**src/rtl/maze_player_overlay.sv**
```systemverilog
// Player sprite overlay for the 96x64 RGB565 maze display.
// The button-driven movement is gated by a move tick. Walls are checked
// through a second maze-ROM read port. The sprite is composited onto the
// registered maze colour stream, which is then sent to the OLED driver.
module maze_player_overlay #(
    parameter int          SIZE          = 3,
    parameter int          MOVE_DIV      = 5_000_000,
    parameter int          START_X       = 4,
    parameter int          START_Y       = 4,
    parameter logic [15:0] PLAYER_COLOUR = 16'hF800,
    parameter logic [15:0] FLOOR_COLOUR  = 16'h0000,
    parameter logic [15:0] GOAL_COLOUR   = 16'h001F
) (
    input  logic        clk,
    input  logic        rst_n,
    input  logic        btn_up,
    input  logic        btn_down,
    input  logic        btn_left,
    input  logic        btn_right,
    input  logic [12:0] pixel_index,
    input  logic [15:0] maze_data,
    output logic [12:0] probe_index,
    input  logic [15:0] probe_data,
    output logic [15:0] pixel_data,
    output logic [6:0]  player_x,
    output logic [5:0]  player_y,
    output logic        goal_reached
);
    // state  | meaning
    // IDLE   | waiting for a move tick with a valid in-bounds direction
    // ISSUE  | drive probe_index with leading-edge pixel k
    // WAIT   | maze ROM registers the probe lookup
    // CHECK  | classify probe_data: wall aborts, last pixel commits
    // COMMIT | step the player one pixel, fold in the goal flag

    localparam logic [2:0] S_IDLE   = 3'd0;
    localparam logic [2:0] S_ISSUE  = 3'd1;
    localparam logic [2:0] S_WAIT   = 3'd2;
    localparam logic [2:0] S_CHECK  = 3'd3;
    localparam logic [2:0] S_COMMIT = 3'd4;

    localparam logic [1:0] D_UP    = 2'd0;
    localparam logic [1:0] D_DOWN  = 2'd1;
    localparam logic [1:0] D_LEFT  = 2'd2;
    localparam logic [1:0] D_RIGHT = 2'd3;

    localparam int CW = (MOVE_DIV > 1) ? $clog2(MOVE_DIV) : 1;
    localparam int KW = (SIZE > 1) ? $clog2(SIZE) : 1;

    logic [CW-1:0] tick_cnt;
    logic          tick;
    logic [2:0]    state;
    logic [1:0]    move_dir;
    logic [KW-1:0] k_cnt;
    logic          pend_goal;
    logic          req_valid;
    logic [1:0]    req_dir;
    logic [6:0]    edge_col;
    logic [6:0]    edge_row;
    logic [12:0]   edge_idx;
    logic [12:0]   pidx_d;
    logic          in_sprite;
    logic [12:0]   row_base;

    assign tick = (tick_cnt == CW'(MOVE_DIV - 1));

    // Free-running move tick divider.
    always_ff @(posedge clk) begin
        if (!rst_n) begin
            tick_cnt <= '0;
        end else if (tick) begin
            tick_cnt <= '0;
        end else begin
            tick_cnt <= tick_cnt + 1'b1;
        end
    end

    // The highest-priority button is checked against the screen bounds.
    // A higher-priority button that is out of bounds does not fall through to a lower one.
    always_comb begin
        req_valid = 1'b0;
        req_dir   = D_UP;
        if (btn_up) begin
            req_dir   = D_UP;
            req_valid = (player_y != 6'd0);
        end else if (btn_down) begin
            req_dir   = D_DOWN;
            req_valid = (int'(player_y) + SIZE <= 63);
        end else if (btn_left) begin
            req_dir   = D_LEFT;
            req_valid = (player_x != 7'd0);
        end else if (btn_right) begin
            req_dir   = D_RIGHT;
            req_valid = (int'(player_x) + SIZE <= 95);
        end
    end

    // Leading-edge pixel k for the latched direction, flattened to row*96+col.
    always_comb begin
        edge_col = 7'(player_x);
        edge_row = 7'(player_y);
        case (move_dir)
            D_UP: begin
                edge_col = 7'(player_x) + 7'(k_cnt);
                edge_row = 7'(player_y) - 7'd1;
            end
            D_DOWN: begin
                edge_col = 7'(player_x) + 7'(k_cnt);
                edge_row = 7'(player_y) + 7'(SIZE);
            end
            D_LEFT: begin
                edge_col = 7'(player_x) - 7'd1;
                edge_row = 7'(player_y) + 7'(k_cnt);
            end
            default: begin
                edge_col = 7'(player_x) + 7'(SIZE);
                edge_row = 7'(player_y) + 7'(k_cnt);
            end
        endcase
        edge_idx = 13'(edge_row) * 13'd96 + 13'(edge_col);
    end

    // Move sequencer: probe each leading-edge pixel, then commit or abort.
    always_ff @(posedge clk) begin
        if (!rst_n) begin
            state        <= S_IDLE;
            move_dir     <= D_UP;
            k_cnt        <= '0;
            pend_goal    <= 1'b0;
            probe_index  <= '0;
            player_x     <= 7'(START_X);
            player_y     <= 6'(START_Y);
            goal_reached <= 1'b0;
        end else begin
            case (state)
                S_IDLE: begin
                    if (tick && req_valid) begin
                        move_dir  <= req_dir;
                        k_cnt     <= '0;
                        pend_goal <= 1'b0;
                        state     <= S_ISSUE;
                    end
                end
                S_ISSUE: begin
                    probe_index <= edge_idx;
                    state       <= S_WAIT;
                end
                S_WAIT: begin
                    state <= S_CHECK;
                end
                S_CHECK: begin
                    if (probe_data != FLOOR_COLOUR && probe_data != GOAL_COLOUR) begin
                        state <= S_IDLE;
                    end else begin
                        if (probe_data == GOAL_COLOUR) begin
                            pend_goal <= 1'b1;
                        end
                        if (k_cnt == KW'(SIZE - 1)) begin
                            state <= S_COMMIT;
                        end else begin
                            k_cnt <= k_cnt + 1'b1;
                            state <= S_ISSUE;
                        end
                    end
                end
                S_COMMIT: begin
                    case (move_dir)
                        D_UP:    player_y <= player_y - 6'd1;
                        D_DOWN:  player_y <= player_y + 6'd1;
                        D_LEFT:  player_x <= player_x - 7'd1;
                        default: player_x <= player_x + 7'd1;
                    endcase
                    goal_reached <= goal_reached | pend_goal;
                    state        <= S_IDLE;
                end
                default: begin
                    state <= S_IDLE;
                end
            endcase
        end
    end

    // Sprite hit test on the delayed index. Each sprite row covers a contiguous run of SIZE indices.
    always_comb begin
        in_sprite = 1'b0;
        row_base  = '0;
        for (int r = 0; r < SIZE; r++) begin
            row_base = (13'(player_y) + 13'(r)) * 13'd96 + 13'(player_x);
            if (pidx_d >= row_base && pidx_d < row_base + 13'(SIZE)) begin
                in_sprite = 1'b1;
            end
        end
        if (pidx_d >= 13'd6144) begin
            in_sprite = 1'b0;
        end
    end

    // Two-stage overlay pipeline aligned with the registered maze colour.
    always_ff @(posedge clk) begin
        if (!rst_n) begin
            pidx_d     <= '0;
            pixel_data <= '0;
        end else begin
            pidx_d     <= pixel_index;
            pixel_data <= in_sprite ? PLAYER_COLOUR : maze_data;
        end
    end

endmodule

```
**config.mk**
```make
export PLATFORM = sky130hd
export DESIGN_NAME = maze_player_overlay
export DESIGN_NICKNAME = d
export VERILOG_FILES = /design/src/rtl/maze_player_overlay.sv
export SDC_FILE = /design/constraint.sdc
export NUM_CORES = 1
export LEC_CHECK = 0
export CORE_ASPECT_RATIO = 1.1
export CORE_MARGIN = 4
export CORE_UTILIZATION = 52
export DETAILED_ROUTE_END_ITERATION = 8
export GPL_TIMING_DRIVEN = 1
export PLACE_DENSITY = 0.78
export SYNTH_ARGS = -nofsm -noshare
export SYNTH_HDL_FRONTEND = slang
export SYNTH_SLANG_ARGS = --single-unit
export TNS_END_PERCENT = 1
```
**constraint.sdc**
```tcl
create_clock -name clk -period 4.7 [get_ports clk]
set_clock_uncertainty 0.15 [all_clocks]
set_input_delay 1.41 -clock clk [delete_from_list [all_inputs] [get_ports clk]]
set_output_delay 1.41 -clock clk [all_outputs]
set_load 0.005 [all_outputs]
```
==> flow_summary_export.csv <==
group,metric,value,unit
status,outcome,"complete, no violations",
floorplanning,initial_core_util,52.8,%
placement,dp_hpwl,15.4,mm
routing,detail-route-antenna-nets,0,
worst_setup_path,startpoint,"player_y[1]",
synth,synthCells,949,
clock_tree,tritoncts,"yes",
placement,placed_area,9220,µm²
worst_setup_path,crit_top_cell,"a21o_1",
worst_setup_path,crit_chain,"buf_4 > ha_2 > fa_1 > a21o_1 > a21oi_1 > xnor2_1 > xnor2_1 > xor2_1 > ha_1 > a21o_1 > a21o_1 > a21oi_1 > o21ai_0 > a311oi_1 > o31a_1 > buf_12 > nor3b_1",
pwr,p_leak,4.05,nW
min_path,hp-start,"probe_index[3]",
finish,final_area,9710,µm²
synth,synth_fp_nets,1120,
worst_setup_path,cp-start-kind,"register",
routing,dr.max_layer_used,"met4",
clock_tree,clockBufferDepth,2,
finish,syn_to_final_growth,22.5,%
worst_setup_path,arrival,4.56,ns
min_path,hp-class,"register to register",
clock_tree,cts_root_buf,"clkbuf_16",
grt,grt_max_degree,34,
worst_setup_path,critPathMaxFanout,16,
clock_tree,cts_sinks,87,
worst_setup_path,path_class,"register to register",
worst_setup_path,ff2ff_setup_slack,0.20,ns
floorplanning,row_count,47,
finish,final_util,64.8,%
worst_setup_path,critPathMaxStageDelay,0.48,ns
worst_setup_path,crit_family,"compound AO/OA/AOI/OAI gates",
sta,fmax,222,MHz
pwr,pwr-share-comb,13.8,%
synth,async_reset_ff_share,0,%
floorplanning,die_h,137,µm
routing,dr.pass1.iters,5,
placement,gp_congestion,0.942,
pwr,pwr-share-seq,44.2,%
clock_tree,clock_latency,0.35,ns
sta,fin_crit,4.50,ns
grt,antenna_found_initial,0,
clock_tree,cts_hold_buf,0,
routing,drt_iter0_drc,395,
grt,grt_first_pass_wirelength,32.5,mm
synth,synth_flop_cell,"dfxtp_1",
clock_tree,h-tree-depth,3,
job,max-cap-violations,0,
finish,drive_gt1_share,10.1,%
pwr,switchingPower,0.000440,W
grt,grt_use_total,22.6,%
worst_setup_path,reg2regPathDepth,17,
pwr,p_per_area,185,nW/µm²
routing,met1_length,8.51,mm
worst_setup_path,required,4.76,ns
worst_setup_path,r2r-end,"pixel_data[6]",
synth,synth_edf_count,0,
synth,avgSynthCellArea,8.35,µm²
grt,grt_pass1_vias,6938,
clock_tree,cts.reportedPaths.clkPinSlew,0.07,ns
clock_tree,cts_buffers,9,
routing,viasPerCell,5.76,
placement,numPortBuffers,93,
routing,wl_met2,9.83,mm
routing,wl_per_cell,15.9,µm
sta,setup_tns,0,ns
synth,syn_area,7930,µm²
routing,vias,7227,
worst_setup_path,path_buf_inv,2,
synth,ys_seq_area_share,22.0,%
pwr,clockPowerShare,42.0,%
floorplanning,design.portCount,94,
sta,slew_violations,0,
worst_setup_path,critPathSlowestCell,"xnor2_1",
sta,period_share,95.7,%
sta,setup_viol,0,
pwr,internal_power,0.00136,W
synth,ys_types,78,
finish,num_antenna_cells,0,
sta,rsz0062_at_grt,"true",
floorplanning,die_area,17300,µm²
sta,hold_violations,0,
sta,max_slew_margin,52.0,%
routing,drt_wl_total,20.0,mm
worst_setup_path,r2r-start,"player_y[1]",
finish,finalNonFillerCells,1254,
routing,dr_wl_met3,1.11,mm
routing,post-route-drc-count,0,
min_path,min_path_cells,2,
sta,max_slew.worst_pin.slew,0.717,ns
synth,ys_warn_count,0,
pwr,sw_frac_of_total,24.5,%
synth,synth_seq_cells,87,
worst_setup_path,endpoint_kind,"register",
placement,dp.cells,1237,
floorplanning,fp.dieW,126,µm
floorplanning,core,15000,µm²
finish,fin_nets,1224,
min_path,hold_end,"probe_index[3]",
grt,grt_overflow_total,0,
pwr,ir_drop,196,µV
[placed cells by master, fill, tap and decap left out, drive strengths merged, types with 9 or more instances in the layout]
master	instances
ha	111
clkdlybuf4s50	93
nor2	90
dfxtp	87
a21oi	57
xnor2	57
nand2	55
inv	50
xor2	47
o21ai	41
a21o	35
buf	32
nand3	26
nor3	25
nand4	20
nor3b	17
and2	16
and3	15
nor4	14
nor2b	13
clkbuf	13
mux2i	11
or3	11
a211oi	11
o21a	10
fa	9
[flip-flops by register name, indices dropped and copies added (netlist names)]
name,cells
state,3
pidx_d,13
probe_index,13
player_x,7
pend_goal,1
move_dir,2
k_cnt,2
goal_reached,1
player_y,6
tick_cnt,23
pixel_data,16
[worst min-delay path, stage by stage (launching register included)]
cell and delay (ns):
dfxtp_1 0.30, o21ai_0 0.06, a21oi_1 0.06
[cells by family (layout without fill, tap and decap cells)]
group                    count (synthesis)  in the layout  synth area share, %
AND/OR/NAND/NOR                        334            334                 22.2
flip-flops                              87             87                 22.0
buffers and inverters                   81            190                 4.06
XOR/XNOR                               106            106                 12.6
AO/OA/AOI/OAI                          208            208                 17.7
adder cells (fa/ha/maj)                122            122                 20.1
multiplexers                            11             11                 1.39
[metal layers]
layer	global-route usage [%]	up-vias
met5	0	-
li1	-	3598
met2	40.5	192
met1	27.1	3398
met3	3.99	39
met4	8.55	0
[metrics by stage]
stage	setup WS [ns]	hold WS, ns	total power [W]
floorplan	0.0105	0.268	0.000928
global placement	0.136	0.283	0.00105
detailed placement	-0.00758	0.291	0.00106
CTS	0.00722	0.324	0.00181
global route	-0.0784	0.340	0.00187
finish	0.200	0.323	0.00180
[synth_stat cells (all sizes together) (3+ instances only)]
| master | number | area share, % |
|---|---|---|
| a311oi | 4 | 0.52 |
| or3 | 11 | 0.99 |
| dfxtp | 87 | 22 |
| nor2 | 90 | 4.3 |
| a21boi | 3 | 0.28 |
| a31oi | 6 | 0.47 |
| a211oi | 11 | 1.1 |
| o211ai | 4 | 0.38 |
| o2111ai | 3 | 0.33 |
| o21a | 10 | 0.95 |
| xnor2 | 57 | 6.6 |
| or2 | 8 | 0.63 |
| a21o | 35 | 3.3 |
| mux2i | 11 | 1.4 |
| ha | 111 | 18 |
| o21bai | 4 | 0.38 |
| nand3b | 4 | 0.43 |
| fa | 9 | 2.3 |
| and2 | 16 | 1.3 |
| a21oi | 57 | 3.6 |
| nor4 | 14 | 1.4 |
| nor2b | 13 | 1.0 |
| nand2b | 8 | 0.63 |
| or4 | 3 | 0.28 |
| nand4 | 20 | 1.7 |
| xor2 | 47 | 5.4 |
| nand2 | 55 | 2.6 |
| and4 | 3 | 0.33 |
| buf | 9 | 0.65 |
| o21ai | 41 | 2.6 |
| nor3 | 25 | 1.6 |
| inv | 49 | 2.3 |
| nor3b | 17 | 1.6 |
| o31a | 3 | 0.33 |
| and3 | 15 | 1.2 |
| clkbuf | 23 | 1.1 |
| a211o | 4 | 0.44 |
| nand3 | 26 | 1.6 |
[power by group through the flow]
stage / sequential, W / combinational [W] / clock (W)
floorplan: 0.000807 / 0.000121 / 0
global placement: 0.000811 / 0.000241 / 0
detailed placement: 0.000811 / 0.000245 / 0
CTS: 0.000795 / 0.000248 / 0.000769
global route: 0.000799 / 0.000275 / 0.000793
finish: 0.000795 / 0.000248 / 0.000756
[how the worst max path moves through the flow]
stage / end / slack (ns) / depth (start not counted)
after global placement: pixel_data[15] / 0.14 / 20
after floorplan: pixel_data[0] / 0.01 / 22
after CTS: pixel_data[6] / 0.007 / 20
after detailed placement: pixel_data[6] / -0.008 / 20
after global routing: pixel_data[6] / -0.08 / 20
final: pixel_data[6] / 0.20 / 17
[cell type report]
cell class                 count  area, µm²
inverter                      49        184
sequential                    87       1750
clock buffer                  13        260
clock inverter                 3       50.0
fill                        1281       5280
timing repair buffer         125       1180
tap                          196        245
multi-input combinational    781       6040
[timing repair]
item,4_1_cts,5_1_grt
setup buffers,0,1
pin swaps,0,6
gates resized for setup,2,37
endpoints found under the setup margin,9,16
Note: power is estimated with default switching activity, not from simulation.
